==> config.mk <==
export PLATFORM = sky130hd
export DESIGN_NAME = lfsr_rand_arbiter_flat
export DESIGN_NICKNAME = d
export VERILOG_FILES = /design/src/rtl/lfsr_rand_arbiter_if.sv /design/src/rtl/lfsr_rand_arbiter.sv /design/src/flat_wrapper.sv
export SDC_FILE = /design/constraint.sdc
export NUM_CORES = 1
export LEC_CHECK = 0
export CAP_MARGIN = 20
export CELL_PAD_IN_SITES_DETAIL_PLACEMENT = 0
export CELL_PAD_IN_SITES_GLOBAL_PLACEMENT = 1
export CORE_UTILIZATION = 38
export DETAILED_ROUTE_END_ITERATION = 10
export PLACE_DENSITY = 0.85
export SLEW_MARGIN = 20
export SYNTH_ARGS = -nofsm -noshare
export SYNTH_HDL_FRONTEND = slang
export SYNTH_SLANG_ARGS = --single-unit
==> constraint.sdc <==
create_clock -name clock -period 3 [get_ports clock]
set_input_delay 0.6 -clock clock [delete_from_list [all_inputs] [get_ports clock]]
set_output_delay 0.6 -clock clock [all_outputs]
set_load 0.01 [all_outputs]
==> src/rtl/lfsr_rand_arbiter_if.sv <==
// Request/grant bundle between NUM_REQ requesters and the shared-resource arbiter.
// The owner ends its transaction with release_gnt, because "release" is a reserved word.
interface lfsr_rand_arbiter_if #(
    parameter int NUM_REQ = 4
);
    localparam int IDX_W = $clog2(NUM_REQ);

    // Handshake: req[i] is a level request, sampled only while idle. A grant
    // (one-hot gnt, binary gnt_idx, busy high) is held unchanged until
    // release_gnt is seen high on a clock edge while busy. release_gnt is
    // ignored while idle. req may drop during a grant without affecting it.
    logic [NUM_REQ-1:0] req;
    logic               release_gnt;
    logic [NUM_REQ-1:0] gnt;
    logic [IDX_W-1:0]   gnt_idx;
    logic               busy;

    modport master (output req, release_gnt, input gnt, gnt_idx, busy);
    modport slave  (input req, release_gnt, output gnt, gnt_idx, busy);
endinterface

==> src/rtl/lfsr_rand_arbiter.sv <==
// Multi-cycle grant arbiter: an 8-bit XNOR LFSR picks the scan start point, and
// per-requester starvation counters force a grant after STARVE_LIMIT lost decisions.
module lfsr_rand_arbiter #(
    parameter int         NUM_REQ      = 4,
    parameter int         STARVE_LIMIT = 7,
    parameter logic [7:0] SEED         = 8'h01
) (
    input  logic                  clock,
    input  logic                  reset,
    lfsr_rand_arbiter_if.slave    bus,
    output logic [7:0]            lfsr_state,
    output logic                  fsm_state,
    output logic [NUM_REQ*4-1:0]  starve_cnt
);
    localparam int         IDX_W     = $clog2(NUM_REQ);
    // All-ones is the XNOR lock-up state, so it is never loaded.
    localparam logic [7:0] SEED_SAFE = (SEED == 8'hFF) ? 8'h00 : SEED;
    localparam logic [3:0] LIMIT     = 4'(STARVE_LIMIT);

    typedef enum logic {IDLE = 1'b0, BUSY = 1'b1} state_t;

    state_t             state, state_next;
    logic [7:0]         lfsr, lfsr_next;
    logic [3:0]         cnt [NUM_REQ];
    logic [3:0]         cnt_next [NUM_REQ];
    logic [NUM_REQ-1:0] gnt_q, gnt_next;
    logic [IDX_W-1:0]   idx_q, idx_next;
    logic [IDX_W-1:0]   start, cand, rr_idx, starve_idx, winner;
    logic               starve_hit;

    assign start = lfsr[IDX_W-1:0];

    // Descending scans so the lowest index / smallest offset is written last and wins.
    always_comb begin : pick_winner
        starve_hit = 1'b0;
        starve_idx = '0;
        rr_idx     = '0;
        cand       = '0;
        for (int i = NUM_REQ - 1; i >= 0; i--) begin
            if (bus.req[i] && (cnt[i] >= LIMIT)) begin
                starve_hit = 1'b1;
                starve_idx = IDX_W'(i);
            end
        end
        for (int k = NUM_REQ - 1; k >= 0; k--) begin
            cand = start + IDX_W'(k);
            if (bus.req[cand]) begin
                rr_idx = cand;
            end
        end
        winner = starve_hit ? starve_idx : rr_idx;
    end

    always_comb begin : next_state_logic
        state_next = state;
        lfsr_next  = lfsr;
        gnt_next   = gnt_q;
        idx_next   = idx_q;
        for (int i = 0; i < NUM_REQ; i++) begin
            cnt_next[i] = cnt[i];
        end
        case (state)
            IDLE: begin
                if (|bus.req) begin
                    state_next       = BUSY;
                    lfsr_next        = {lfsr[6:0], ~(lfsr[7] ^ lfsr[5] ^ lfsr[4] ^ lfsr[3])};
                    gnt_next         = '0;
                    gnt_next[winner] = 1'b1;
                    idx_next         = winner;
                    for (int i = 0; i < NUM_REQ; i++) begin
                        if (IDX_W'(i) == winner) begin
                            cnt_next[i] = 4'd0;
                        end else if (bus.req[i]) begin
                            cnt_next[i] = (cnt[i] == 4'd15) ? cnt[i] : cnt[i] + 4'd1;
                        end else begin
                            cnt_next[i] = 4'd0;
                        end
                    end
                end
            end
            BUSY: begin
                if (bus.release_gnt) begin
                    state_next = IDLE;
                    gnt_next   = '0;
                    idx_next   = '0;
                end
            end
            default: begin
                state_next = IDLE;
                gnt_next   = '0;
                idx_next   = '0;
            end
        endcase
    end

    always_ff @(posedge clock) begin
        if (reset) begin
            state <= IDLE;
            lfsr  <= SEED_SAFE;
            gnt_q <= '0;
            idx_q <= '0;
            for (int i = 0; i < NUM_REQ; i++) begin
                cnt[i] <= 4'd0;
            end
        end else begin
            state <= state_next;
            lfsr  <= lfsr_next;
            gnt_q <= gnt_next;
            idx_q <= idx_next;
            for (int i = 0; i < NUM_REQ; i++) begin
                cnt[i] <= cnt_next[i];
            end
        end
    end

    assign bus.gnt     = gnt_q;
    assign bus.gnt_idx = idx_q;
    assign bus.busy    = (state == BUSY);
    assign lfsr_state  = lfsr;
    assign fsm_state   = (state == BUSY);

    for (genvar g = 0; g < NUM_REQ; g++) begin : g_cnt_out
        assign starve_cnt[g*4 +: 4] = cnt[g];
    end
endmodule

==> src/flat_wrapper.sv <==
// flat-port wrapper written by rule: the top's interface ports become plain ports
module lfsr_rand_arbiter_flat 
#(
    parameter int         NUM_REQ      = 4,
    parameter int         STARVE_LIMIT = 7,
    parameter logic [7:0] SEED         = 8'h01
)
  (clock, reset, lfsr_state, fsm_state, starve_cnt, bus_req, bus_release_gnt, bus_gnt, bus_gnt_idx, bus_busy);
  lfsr_rand_arbiter_if #(.NUM_REQ(NUM_REQ)) bus_i ();
  input  logic clock;
  input  logic reset;
  output logic [7:0] lfsr_state;
  output logic fsm_state;
  output logic [NUM_REQ*4-1:0] starve_cnt;
  input wire logic [$bits(bus_i.req)-1:0] bus_req;
  input wire logic [$bits(bus_i.release_gnt)-1:0] bus_release_gnt;
  output wire logic [$bits(bus_i.gnt)-1:0] bus_gnt;
  output wire logic [$bits(bus_i.gnt_idx)-1:0] bus_gnt_idx;
  output wire logic [$bits(bus_i.busy)-1:0] bus_busy;
  assign bus_i.req = bus_req;
  assign bus_i.release_gnt = bus_release_gnt;
  assign bus_gnt = bus_i.gnt;
  assign bus_gnt_idx = bus_i.gnt_idx;
  assign bus_busy = bus_i.busy;
  lfsr_rand_arbiter #(.NUM_REQ(NUM_REQ), .STARVE_LIMIT(STARVE_LIMIT), .SEED(SEED)) u_core (.clock(clock), .reset(reset), .bus(bus_i), .lfsr_state(lfsr_state), .fsm_state(fsm_state), .starve_cnt(starve_cnt));
endmodule
# Word level (Yosys, flattened, before mapping)
# Memory sizes are Yosys's and may differ from the RTL's.
# Cells that the tools add are included.
# op_classes
add_sub_neg	7
magnitude_cmp	10
eq_ne	9
n_mux	53
bitwise_logic	9
reduce_logical	9
# ops
op	n
2-to-1 mux 4 bit	18
2-to-1 mux 16 bit	2
2-to-1 mux 2 bit	11
adder 4 x 1 -> 4 bit (second input constant)	4
equality test 4 bit (second input constant)	4
>= comparator 4 x 3 -> 1 bit (second input constant)	4
less-than comparator 2 x 3 -> 1 bit (second input constant)	5
2-to-1 mux 1 bit	14
binary-select mux 1 bit (select 2 bit)	4
case mux 4 bit (2 select lines)	1
logical AND 1 bit	5
adder 2 bit (second input constant)	2
equality test 2 bit (first input constant)	2
OR 1 bit	4
case mux 2 bit (2 select lines)	1
AND reduction 2 bit	2
OR reduction 4 bit	1
XOR 1 bit	3
adder 2 x 1 -> 2 bit (second input constant)	1
demux 1 bit (select 2 bit)	1
equality test 1 x 2 -> 1 bit (first input constant)	1
>= comparator 2 x 1 -> 1 bit (second input constant)	1
logical NOT 2 bit	1
inequality test 2 x 1 -> 1 bit (second input constant)	1
3 further kinds	4
# word_totals
reg_bits	15
ram_bits	16
input_bits	7
output_inout_bits	32
mem_count	1
# memory_table
name	words	width	read_ports	rd_clocked_by_memory_dff	wr	line_no	rtl
u_core.cnt	4	4	4	0	4	lfsr_rand_arbiter.sv:24	logic [3:0] cnt [NUM_REQ];

# Logic depth before layout (Yosys ltp)
# Gate-level depths: netlist (run 1).
# depth
word_depth	14
ltp_mapped	7
mapped_depth_nobuf	7

# Least setup slack after synthesis (run 1)
# Ideal clock, no wire load.
# synth_path
kind	in2reg
startpoint	in bus_req[1]
endpoint	mem u_core.cnt[2][0], in the netlist u_core.cnt[0][8]
t_arrival_ns	1.941
t_required_ns	2.874
setup_slack_ns	0.933
cell_stages	7
n_path_buf	1
path_cell_list	buf_2 > o21ai_0 > o311ai_1 > a311o_2 > a211o_4 > nand4b_1 > o31ai_2
# synth_rtl
element	line_no	rtl
start: declaration	flat_wrapper.sv:15	input wire logic [$bits(bus_i.req)-1:0] bus_req;
end: declaration	lfsr_rand_arbiter.sv:24	

==> flow_summary.yaml, run 1 <==
worst_hold_path:
  hold_depth: 2
  hold_class: "flop to flop"
global_routing:
  grt_max_degree: 20
  track_usage_pct: 19.1
  antenna_found_initial: 0
  grt_pass1_vias: 1398
  grt-ovfl-total: 0
  grt_pass1_wl_um: 6700
synth:
  yosys.area.top_type_share_pct: 36.4
  ys_seq_area_share_pct: 36.4
  synth_edf_count: 0
  ys_ff_latch: 31
  synth_flop_cell: "dfxtp_1"
  netlist_area_um2: 1700
  synth_top_area_cell: "dfxtp_1"
  yosysWarnings: 0
  syn_avg_cell_area_um2: 8.00
  syn_nets: 224
  synth_cell_types: 52
  async_flop_share_pct: 0
  netlist_instances: 213
  synth_area_leaders: "dfxtp_1 36%, a21oi_1 7.9%, nand2_1 7.3%"
detailed_routing:
  routed_via_density: 5.57
  via_count: 1703
  drt_wl_total_um: 4240
  wl_per_cell_um: 13.9
  drc: 0
  drt-initial-drc-count: 103
  antenna_left: 0
  dr.pass1.iters: 5
placed_design:
  io_buffers: 38
  hpwl_um: 3100
  place_inst: 298
  gp_congestion: 0.822
  place_ws_ns: 0.308
finish:
  n_fill_cell: 389
  final_nets: 266
  antenna_cells: 0
  layout-drive-gt1-share_pct: 8.59
  layout_commonest_cell: "clkdlybuf4s50_1"
  area_growth_pct: 30.8
  layout_common_cells: "38 x clkdlybuf4s50_1, 33 x nand2_1, 31 x dfxtp_1"
  final_cells: 306
sta:
  rsz0062_at_grt: "false"
  hold_viol: 0
  fmax_ghz: 0.413
  worstMarginPinSlew_ns: 0.720
  fin_worst_skew_ns: 0.00643
  maxSlewHeadroom_pct: 51.9
  worst_slack_ns: 0.580
  slew_violations: 0
  period_share_pct: 80.7
  period_needed_ns: 2.42
  final.setup.tns_ns: 0
  setup_viol: 0
clock_tree:
  htree_levels: 2
  cts_setup_buffers: 0
  cts_resized: 0
  clock_latency_ns: 0.28
  cts_tree: "yes"
  cts_hold_buf: 0
  clk_path_buf_depth: 2
  root_buffer: "clkbuf_8"
  cts_made_buffers: 5
  clk_pin_slew_ns: 0.06
  cts_sinks: 31
critical_path:
  r2r_cells: 7
  max_stage_delay_ns: 0.59
  required_ns: 3.13
  crit_chain: "clkdlybuf4s50_1 -> inv_1 -> and3_1 -> o311ai_1 -> nand3_2 -> a31oi_1 -> nor3_1"
  cp-end-kind: "flop"
  cp_num_buf_inv: 2
  cp_slowest_cell: "clkdlybuf4s50_1"
  cp.depth: 7
  path_delay_family: "buffers and inverters"
  worstPathArrival_ns: 2.55
  worstSetupPathType: "input port to flop"
  worst-path-max-fanout: 6
  worstSetupStartpointType: "input port"
floorplanning:
  rows: 23
  start_util_pct: 41.1
  die_w_um: 69.0
  core_um2: 4140
  boundaryPins: 39
  die_area_um2: 4760
  chipHeight_um: 69.0
outcome:
  status: "finished, final reports clean"
power:
  power_density_nw_per_um2: 428
  irDropWorstVdd_mv: 0.193
  cellLeakagePower_uw: 0.000829
flow_run:
  cap_violations: 0
## where the power goes
group	internal, µW	switching [µW]
Combinational	91.1	102
Sequential	429	20.6
Clock	163	149
Total	682	272
## kinds of logic after synthesis
| kind of cell | count (synthesis) | share of synthesized area [%] |
|---|---|---|
| DFF | 31 | 36.4 |
| AOI/OAI and AO/OA | 67 | 26.7 |
| buffers and inverters | 12 | 3.52 |
| muxes | 1 | 0.881 |
| and+or+nand+nor | 95 | 28.0 |
| xor gates and xnor gates | 3 | 1.54 |
| adders and majority gates | 4 | 2.94 |
## sequential cells by signal (all words and copies together) (netlist names)
register,flops
u_core.lfsr_state,8
u_core.bus.gnt_idx,2
u_core.cnt,16
u_core.bus.busy,1
u_core.bus.gnt,4
## Yosys cell counts, types with 4 or more instances
master	n
a21oi_1	27
and3_1	6
clkbuf_1	5
dfxtp_1	31
ha_1	4
nand2_1	33
nand2b_1	4
nand3_1	7
nor2_1	18
nor2b_1	9
o21ai_1	4
## final timing paths
check,startpoint,to,slack [ns]
max reg2reg,u_core.cnt[0][8],u_core.cnt[0][7],0.86
min,u_core.bus.gnt[2],u_core.bus.gnt[2],0.47
max,bus_req[3],u_core.cnt[0][7],0.58
min reg2reg,u_core.bus.gnt[2],u_core.bus.gnt[2],0.47
## stage by stage
stage	area [µm²]	total power [µW]	hold WS, ns	util, %
2_1_floorplan	1700	572	0.481	-
4_1_cts	2230	966	0.473	53.8
6_report	2230	954	0.467	53.8
3_3_place_gp	2150	651	0.448	51.8
3_5_place_dp	2150	651	0.461	51.8
5_1_grt	2230	1010	0.492	53.8
## final cells by class
cell class | count | area, µm² | share of cell area, %
Timing Repair Buffer | 45 | 433 | 19.4
Clock buffer | 7 | 76.3 | 3.43
Multi-Input combinational cell | 170 | 1020 | 45.9
Tap cell | 50 | 62.6 | 2.81
Sequential cell | 31 | 621 | 27.8
Clock inverter | 1 | 5.00 | 0.225
Inverter | 2 | 7.51 | 0.337
## metal layers
metal	vias to the layer above	GRT usage, %	part of all wire [%]
met5	-	0	0
met1	782	27.4	50
met3	2	4.61	5.9
met4	0	6.38	0.61
li1	863	-	-
met2	56	27.7	43
## worst register-to-register path, cell delays in order, from the launching register on
cell	delay, ns
dfxtp_1	0.36
ha_1	0.25
a21o_1	0.21
a222oi_1	0.45
a311o_2	0.32
nand3_2	0.13
a31oi_1	0.21
nor3_1	0.07
No activity file was read; power rests on OpenSTA's default activity.
==> run 2: changes to the inputs <==
--- a/config.mk
+++ b/config.mk
@@ -8,9 +8,9 @@
 export CAP_MARGIN = 20
 export CELL_PAD_IN_SITES_DETAIL_PLACEMENT = 0
 export CELL_PAD_IN_SITES_GLOBAL_PLACEMENT = 1
-export CORE_UTILIZATION = 38
+export CORE_UTILIZATION = 36
 export DETAILED_ROUTE_END_ITERATION = 10
-export PLACE_DENSITY = 0.85
+export PLACE_DENSITY = 0.82
 export SLEW_MARGIN = 20
 export SYNTH_ARGS = -nofsm -noshare
 export SYNTH_HDL_FRONTEND = slang
==> constraint.sdc (replaced) <==
create_clock -name clock -period 2.3 [get_ports clock]
set_input_delay 0.46 -clock clock [delete_from_list [all_inputs] [get_ports clock]]
set_output_delay 0.46 -clock clock [all_outputs]
set_load 0.01 [all_outputs]
==> run 2 against run 1 <==
The flow now finishes with violations (DRC). Non-clock buffer count up 9. Utilization down 1.8 points. Worst setup slack worse by 0.54 ns. Sequential power up 31%. Clock skew down 0.0029 ns. Cell count up 3.6%. Flip-flop and latch count unchanged. Total power up 32%. Largest cell class unchanged. Highest routed layer unchanged.
==> flow_summary.yaml, run 2 (same netlist as run 1, synthesis figures left out) <==
power:
  p_switching_uw: 361
  swShare_pct: 28.6
  power_density_nw_per_um2: 547
  cellLeakagePower_uw: 0.000874
  seq_power_share_pct: 46.4
  p_comb_share_pct: 21.2
  irDropWorstVdd_mv: 0.349
  pwr-share-clk_pct: 32.4
  p_int_uw: 901
global_routing:
  grt_pass1_vias: 1607
  grt-ovfl-total: 0
  track_usage_pct: 18.3
  grt_max_degree: 34
  grt_pass1_wl_um: 7430
  antenna_found_initial: 0
critical_path:
  cp-end-kind: "flop"
  worst-path-max-fanout: 7
  required_ns: 2.46
  worstSetupPathType: "input port to flop"
  worstSetupStartpointType: "input port"
  worstPathArrival_ns: 2.43
finish:
  final_cells: 317
  layout-drive-gt1-share_pct: 12.5
  largest_reg_flops: 16
  layout_common_cells: "38 x clkdlybuf4s50_1, 33 x nand2_1, 31 x dfxtp_1"
  antenna_cells: 0
  final_nets: 275
  layout_commonest_cell: "clkdlybuf4s50_1"
  area_growth_pct: 35.5
  largest_register: "u_core.cnt"
  finalInstanceArea_um2: 2310
  n_fill_cell: 458
  final_util_pct: 51.9
floorplanning:
  die_area_um2: 5010
  start_util_pct: 38.3
  boundaryPins: 39
  rows: 24
  die_w_um: 70.8
  chipHeight_um: 70.8
  core_um2: 4440
clock_tree:
  cts_sinks: 31
  clk_path_buf_depth: 2
  root_buffer: "clkbuf_8"
  cts_hold_buf: 0
  htree_levels: 2
  clk_pin_slew_ns: 0.06
  cts_made_buffers: 5
  clock_latency_ns: 0.28
  cts_tree: "yes"
sta:
  worstMarginPinSlew_ns: 0.544
  setup_viol: 0
  hold_viol: 0
  fmax_ghz: 0.441
  period_needed_ns: 2.27
  period_share_pct: 98.5
  fin_worst_skew_ns: 0.00351
  slew_violations: 0
  rsz0062_at_grt: "false"
  maxSlewHeadroom_pct: 63.2
detailed_routing:
  drt-initial-drc-count: 56
  routed_via_density: 5.40
  antenna_left: 0
  wl_per_cell_um: 13.8
  drt-met1-wl_um: 2000
  via_count: 1712
  routed.top_layer: "met4"
  met3WireLength_um: 208
  met2WireLength_um: 2100
  drt_wl_total_um: 4370
  dr.pass1.iters: 9
  drc: 2
outcome:
  violations: "DRC"
  status: "complete, but fails checks"
placed_design:
  gp_congestion: 0.793
  place_inst: 308
  hpwl_um: 3150
  io_buffers: 38
  place_area_um2: 2210
worst_hold_path:
  hold_class: "flop to flop"
flow_run:
  cap_violations: 0
## run 2: layer usage
layer / vias to the layer above / GRT usage (%)
met3: 8 / 5.13
met1: 782 / 22.9
met2: 38 / 30.7
li1: 884 / -
met5: - / 0
met4: 0 / 6.00
## run 2: worst max-delay path: stages
cell and delay, ns:
clkdlybuf4s50_1 0.61, buf_4 0.18, a222oi_1 0.08, buf_4 0.17
a311o_2 0.36, a211o_4 0.36, nand4b_1 0.13, o31ai_2 0.07
## run 2: power groups by stage
stage / Combinational (µW) / Clock [µW] / Sequential [µW]
after floorplan: 146 / 0 / 600
after global placement: 261 / 0 / 598
after detailed placement: 262 / 0 / 598
after CTS: 263 / 423 / 586
after global routing: 295 / 451 / 590
final: 267 / 408 / 586
## run 2: area by class of cell
type	count	area, µm²	area share, %
clock buffer	6	72.6	3.14
clock inverter	2	12.5	0.542
inverter	2	7.51	0.325
multi-input combinational	170	1030	44.6
sequential	31	621	26.9
tap	52	65.1	2.82
timing repair buffer	54	500	21.7
## run 2: path summary, 6_finish.rpt
kind,slack (ns),end,cells after the start,from
max,0.03,u_core.cnt[0][8],8,bus_req[3]
min reg2reg,0.45,u_core.bus.gnt[2],2,u_core.bus.gnt[2]
max reg2reg,0.18,u_core.cnt[0][8],8,u_core.cnt[0][8]
min,0.45,u_core.bus.gnt[2],2,u_core.bus.gnt[2]
## run 2: stage by stage
step	power [µW]	setup TNS [ns]	hold slack [ns]	worst slack, ns
floorplan	746	0	0.481	0.362
detailed placement	860	-2.98	0.451	-0.210
global route	1330	0	0.478	0.00207
CTS	1270	0	0.459	0.0747
finish	1260	0	0.455	0.0347
global placement	859	-2.22	0.447	-0.154
## run 2: what timing repair did
item,4_1_cts,5_1_grt
gates resized for setup,0,1
setup buffers,0,1
setup endpoints to repair,0,12
==> variant 1: new RTL, settings of run 2 <==
Register the output `starve_cnt`; this adds one clock of latency there. The other outputs are not delayed to match.
--- a/src/rtl/lfsr_rand_arbiter.sv
+++ b/src/rtl/lfsr_rand_arbiter.sv
@@ -18,6 +18,8 @@
     localparam logic [3:0] LIMIT     = 4'(STARVE_LIMIT);
 
     typedef enum logic {IDLE = 1'b0, BUSY = 1'b1} state_t;
+
+    logic [NUM_REQ*4-1:0] starve_cnt_d;
 
     state_t             state, state_next;
     logic [7:0]         lfsr, lfsr_next;
@@ -120,7 +122,11 @@
     assign fsm_state   = (state == BUSY);
 
     for (genvar g = 0; g < NUM_REQ; g++) begin : g_cnt_out
-        assign starve_cnt[g*4 +: 4] = cnt[g];
+        assign starve_cnt_d[g*4 +: 4] = cnt[g];
     end
+    always_ff @(posedge clock) begin
+        starve_cnt <= starve_cnt_d;
+    end
+
 endmodule
 
Behaviour: not the same (a bounded check fails within 4 cycles, from zero or initial values and one cycle with reset high).
==> variant 1 against run 2 <==
Clock skew grew 1.5 ps; fmax is 4.1% higher; critical path depth down 1; total power up 46%; final area is 25% higher; routed wire length is 14% higher; critical path type unchanged; die area rose by 23%; area after synthesis is 24% higher; utilization hardly changed; sequential cell count grew 16; worst setup slack better by 89 ps; combinational power grew 31%.
==> variant 1: results (changes against run 2) <==
stage	metric	value	unit	change
run_status	status	finished clean		was finished with violations
detailed_routing	met2 wire len	2300	um	was 2100 um
final_layout	Final #Nets	306		was 275
cts	Reg clk slew, reported paths	80	ps	was 60 ps
timing	Final Skew	5.02	ps	was 3.51 ps
global_routing	first-pass GRT wire length	8060	um	was 7430 um
setup_path	crit path from	bus_req[0]		was bus_req[3]
placed_design	Final Wtd Congestion	0.851		was 0.793
power	peak supply drop	498	uV	was 349 uV
placed_design	Post-DP HPWL	3540	um	was 3150 um
logic_synthesis	YS warnings	0		unchanged
cts	Worst-Skew Late Latency	300	ps	was 280 ps
final_layout	# diodes	0		unchanged
detailed_routing	final wirelength	4980	um	was 4370 um
final_layout	# fillers	521		was 458
min_path	HP Start	u_core.cnt[0][9]$_SDFFE_PP0P_		was u_core.bus.gnt[2]$_SDFFE_PP0P_
global_routing	met3 Usage GRT	3.95	%	was 5.13%
setup_path	CP top delay family	simple AND/OR/NAND/NOR gates		was buffers and inverters
power	Power Internal	0.00138	W	was 0.000901 W
detailed_routing	post-route met1 wirelength	2350	um	was 2000 um
global_routing	met2 Use GR	27.6	%	was 30.7%
cts	CTS Buffer Depth	2		unchanged
logic_synthesis	Syn Nets	246		was 224
setup_path	worst-path fanout max	10		was 7
detailed_routing	met3 wire len	227	um	was 208 um
final_layout	layout cell share with drive strength beyond 1	19.6	%	was 12.5%
logic_synthesis	Adder-Cell Fraction of Synth Area	2.37	%	was 2.94%
global_routing	Tot GR Track Use	16.8	%	was 18.3%
detailed_routing	Iteration-0 DRC Markers	158		was 56
logic_synthesis	Synth Area per Inst	9.00	sq um	was 8.00 sq um
logic_synthesis	Seq/Total Area, Yosys	44.5	%	was 36.4%
detailed_routing	Via density	5.24		was 5.40
logic_synthesis	Unique masters post-synth	60		was 52
logic_synthesis	top cells by area, synth	dfxtp_1, a21oi_1, nand2_1		unchanged
timing	Relative slew margins	66.7	%	was 63.2%
global_routing	vias in the first global route	1763		was 1607
power	leak pwr	1.10	nW	was 0.874 nW
logic_synthesis	commonest cells in the netlist	dfxtp_1, nand2_1, a21oi_1		was nand2_1, dfxtp_1, a21oi_1
min_path	hold depth	0		was 2
placed_design	dpl ws	-352	ps	was -210 ps
detailed_routing	total number of vias	1929		was 1712
placed_design	dpl cells	359		was 308
logic_synthesis	post-synthesis mux area share	1.01	%	was 0.881%
logic_synthesis	XOR/XNOR Fraction of Synth Area	1.24	%	was 1.54%
setup_path	FF-to-FF Start	u_core.cnt[0][4]$_SDFFE_PP0P_		was u_core.cnt[0][8]$_SDFFE_PP0P_
logic_synthesis	compound-cell area share of the yosys netlist	24.8	%	was 26.7%
placed_design	IO Port Bufs	38		unchanged
global_routing	largest net degree at the start of global routing	24		was 34
setup_path	crit-path max cell delay	560	ps	was 610 ps
global_routing	GR Util met1	21.1	%	was 22.9%
cts	H-Tree Depth	2		unchanged
detailed_routing	first drt pass iteration count	4		was 9
placed_design	Placement Cell Area	0.00274	sq mm	was 0.00221 sq mm
variant 1: final timing paths:
path | endpoint | slack, ps
setup / recovery | u_core.cnt[0][13]$_SDFFE_PP0P_ | 120
hold / removal | u_core.starve_cnt[9]$_DFF_P_ | 390
setup reg to reg | u_core.cnt[0][13]$_SDFFE_PP0P_ | 180
hold reg to reg | u_core.starve_cnt[9]$_DFF_P_ | 390
variant 1: power by group through the flow:
stage,Combinational (W),Sequential (W),Clock (W)
floorplan,0.000192,0.000892,0
global placement,0.000331,0.000896,0
detailed placement,0.000335,0.000896,0
CTS,0.000343,0.000877,0.000640
global route,0.000378,0.000882,0.000674
finish,0.000349,0.000877,0.000615
variant 1: worst reg2reg max path: cells and delay by family, from the launching register on:
| family | cells | cell delay, ps |
|---|---|---|
| buffers and inverters | 1 | 150 |
| flip-flops | 1 | 350 |
| AO/OA/AOI/OAI | 4 | 920 |
| adder cells (fa/ha/maj) | 1 | 250 |
| AND/OR/NAND/NOR | 2 | 400 |
variant 1: cell type report:
| class | instances | area [sq um] | share of cell area (%) |
|---|---|---|---|
| well taps | 72 | 90.1 | 3.11 |
| inverters | 5 | 18.8 | 0.649 |
| repair buffers | 71 | 656 | 22.7 |
| clock inverters | 2 | 35.0 | 1.21 |
| clock buffers | 6 | 82.6 | 2.85 |
| flip-flops and latches | 47 | 941 | 32.5 |
| multi-input cells | 165 | 1070 | 37.0 |
variant 1: kinds of logic (layout without fill, tap and decap cells):
family,after synthesis,count (layout)
and+or+nand+nor,79,79
adders and majority gates,4,4
AOI/OAI and AO/OA,77,77
DFF,47,47
muxes,2,2
buffers and inverters,23,84
xor gates and xnor gates,3,3
variant 1: what timing repair did:
item                                    CTS  global route
buffers inserted                          0             1
endpoints found under the hold margin     0             0
gates resized for setup                   1             5
endpoints found under the setup margin    1            11
==> variant 2: new RTL, flow settings as in run 2 <==
Without the edit above. `NUM_REQ` is set to 4 in 3 places; all go to 8.
--- a/src/rtl/lfsr_rand_arbiter_if.sv
+++ b/src/rtl/lfsr_rand_arbiter_if.sv
@@ -1,7 +1,7 @@
 // Request/grant bundle between NUM_REQ requesters and the shared-resource arbiter.
 // The owner ends its transaction with release_gnt, because "release" is a reserved word.
 interface lfsr_rand_arbiter_if #(
-    parameter int NUM_REQ = 4
+    parameter int NUM_REQ = 8
 );
     localparam int IDX_W = $clog2(NUM_REQ);
 
--- a/src/rtl/lfsr_rand_arbiter.sv
+++ b/src/rtl/lfsr_rand_arbiter.sv
@@ -1,7 +1,7 @@
 // Multi-cycle grant arbiter: an 8-bit XNOR LFSR picks the scan start point, and
 // per-requester starvation counters force a grant after STARVE_LIMIT lost decisions.
 module lfsr_rand_arbiter #(
-    parameter int         NUM_REQ      = 4,
+    parameter int         NUM_REQ      = 8,
     parameter int         STARVE_LIMIT = 7,
     parameter logic [7:0] SEED         = 8'h01
 ) (
--- a/src/flat_wrapper.sv
+++ b/src/flat_wrapper.sv
@@ -1,7 +1,7 @@
 // flat-port wrapper written by rule: the top's interface ports become plain ports
 module lfsr_rand_arbiter_flat 
 #(
-    parameter int         NUM_REQ      = 4,
+    parameter int         NUM_REQ      = 8,
     parameter int         STARVE_LIMIT = 7,
     parameter logic [7:0] SEED         = 8'h01
 )
Interface: changed (resized bus_gnt, bus_gnt_idx, bus_req and starve_cnt); port bits go from 39 to 64. The function was not compared with the original's and may differ.
==> variant 2 against run 2 <==
The flow finishes with violations (negative setup slack); sequential cell count rose by 21; die area increased by 120%; routed wire length rose to 3.0 times the old value; largest power group is now combinational cells; area after synthesis up 130%; total power grew 150%; final cell count increased to 2.5 times the old value; worst setup slack got worse by 640 ps; highest routed layer unchanged; final area grew to 2.7 times the old value; critical endpoint is now u_core.cnt[0][29]$_SDFFE_PP0P_.
==> variant 2: results (changes against run 2) <==
stage	metric	value	unit	change
logic_synthesis	top cells by area, synth	dfxtp_1, mux4_2, a21oi_1		was dfxtp_1, a21oi_1, nand2_1
setup_path	CP top delay family	compound AO/OA/AOI/OAI gates		was buffers and inverters
placed_design	Final Wtd Congestion	0.911		was 0.793
global_routing	met3 Usage GRT	2.94	%	was 5.13%
run_status	status	finished with violations		unchanged
power	leak pwr	2.50	nW	was 0.874 nW
timing	Slew @ Worst Pin	744	ps	was 544 ps
min_path	hold path endpoint	u_core.bus.gnt[1]$_SDFFE_PP0P_		was u_core.bus.gnt[2]$_SDFFE_PP0P_
placed_design	IO Port Bufs	63		was 38
run_status	failing checks	negative setup slack		was design-rule violations
detailed_routing	Routed wire per std cell	16.7	um	was 13.8 um
detailed_routing	met3 wire len	681	um	was 208 um
final_layout	Largest register FFs	32		was 16
final_layout	# fillers	900		was 458
timing	Final Skew	8.01	ps	was 3.51 ps
detailed_routing	Iteration-0 DRC Markers	243		was 56
detailed_routing	Via density	5.66		was 5.40
timing	slack of the critical path	-602	ps	was 34.7 ps
setup_path	CP arrival	3100	ps	was 2430 ps
placed_design	dpl cells	773		was 308
logic_synthesis	commonest cells in the netlist	nand2_1, dfxtp_1, a21oi_1		unchanged
detailed_routing	met2 wire len	6650	um	was 2100 um
final_layout	layout cell share with drive strength beyond 1	36.5	%	was 12.5%
power	peak supply drop	399	uV	was 349 uV
timing	setup violators final	43		was 0
placed_design	Post-DP HPWL	9730	um	was 3150 um
logic_synthesis	Syn Nets	497		was 224
setup_path	FF-to-FF Start	u_core.lfsr_state[0]$_SDFFE_PP1P_		was u_core.cnt[0][8]$_SDFFE_PP0P_
-- variant 2: cell count changes in the layout (fill, tap and decap cells not counted), moves of 14 or more --
cell | before | now
mux2i_1 | 0 | 16
buf_4 | 16 | 139
a21oi_1 | 27 | 41
o21ai_0 | 3 | 24
clkdlybuf4s50_1 | 38 | 54
nand2_1 | 33 | 59
mux4_2 | 0 | 14
dfxtp_1 | 31 | 50
-- variant 2: area by class of cell --
type	instances	area, sq um	area share, %
clock buffers	5	68.8	1.11
clock inverters	3	18.8	0.304
inverters	15	71.3	1.15
multi-input cells	371	2960	47.9
flip-flops and latches	52	1050	17.0
well taps	136	170	2.75
repair buffers	215	1840	29.9
-- variant 2: how the worst max path moves through the flow --
stage                                     end  depth (start not counted)                              start  slack (ps)
6_report       u_core.cnt[0][29]$_SDFFE_PP0P_                         11  u_core.lfsr_state[0]$_SDFFE_PP1P_        -600
5_1_grt        u_core.cnt[0][29]$_SDFFE_PP0P_                         13  u_core.lfsr_state[0]$_SDFFE_PP1P_        -670
3_3_place_gp   u_core.cnt[0][15]$_SDFFE_PP0P_                         11                         bus_req[3]       -1050
2_1_floorplan  u_core.bus.gnt[5]$_SDFFE_PP0P_                         14  u_core.lfsr_state[0]$_SDFFE_PP1P_        -560
3_5_place_dp   u_core.cnt[0][27]$_SDFFE_PP0P_                         10                         bus_req[3]       -1100
4_1_cts        u_core.cnt[0][31]$_SDFFE_PP0P_                         12  u_core.lfsr_state[0]$_SDFFE_PP1P_        -500
-- variant 2: power by group --
group          switching (W)  internal [W]
clock network       0.000323      0.000213
registers          0.0000365      0.000946
logic               0.000801      0.000787
-- variant 2: repair_timing --
action | 4_1_cts | 5_1_grt
resized for setup | 44 | 20
buffers inserted | 7 | 8
gates cloned | 2 | 0
endpoints found under the setup margin | 51 | 51
pin swaps | 17 | 15
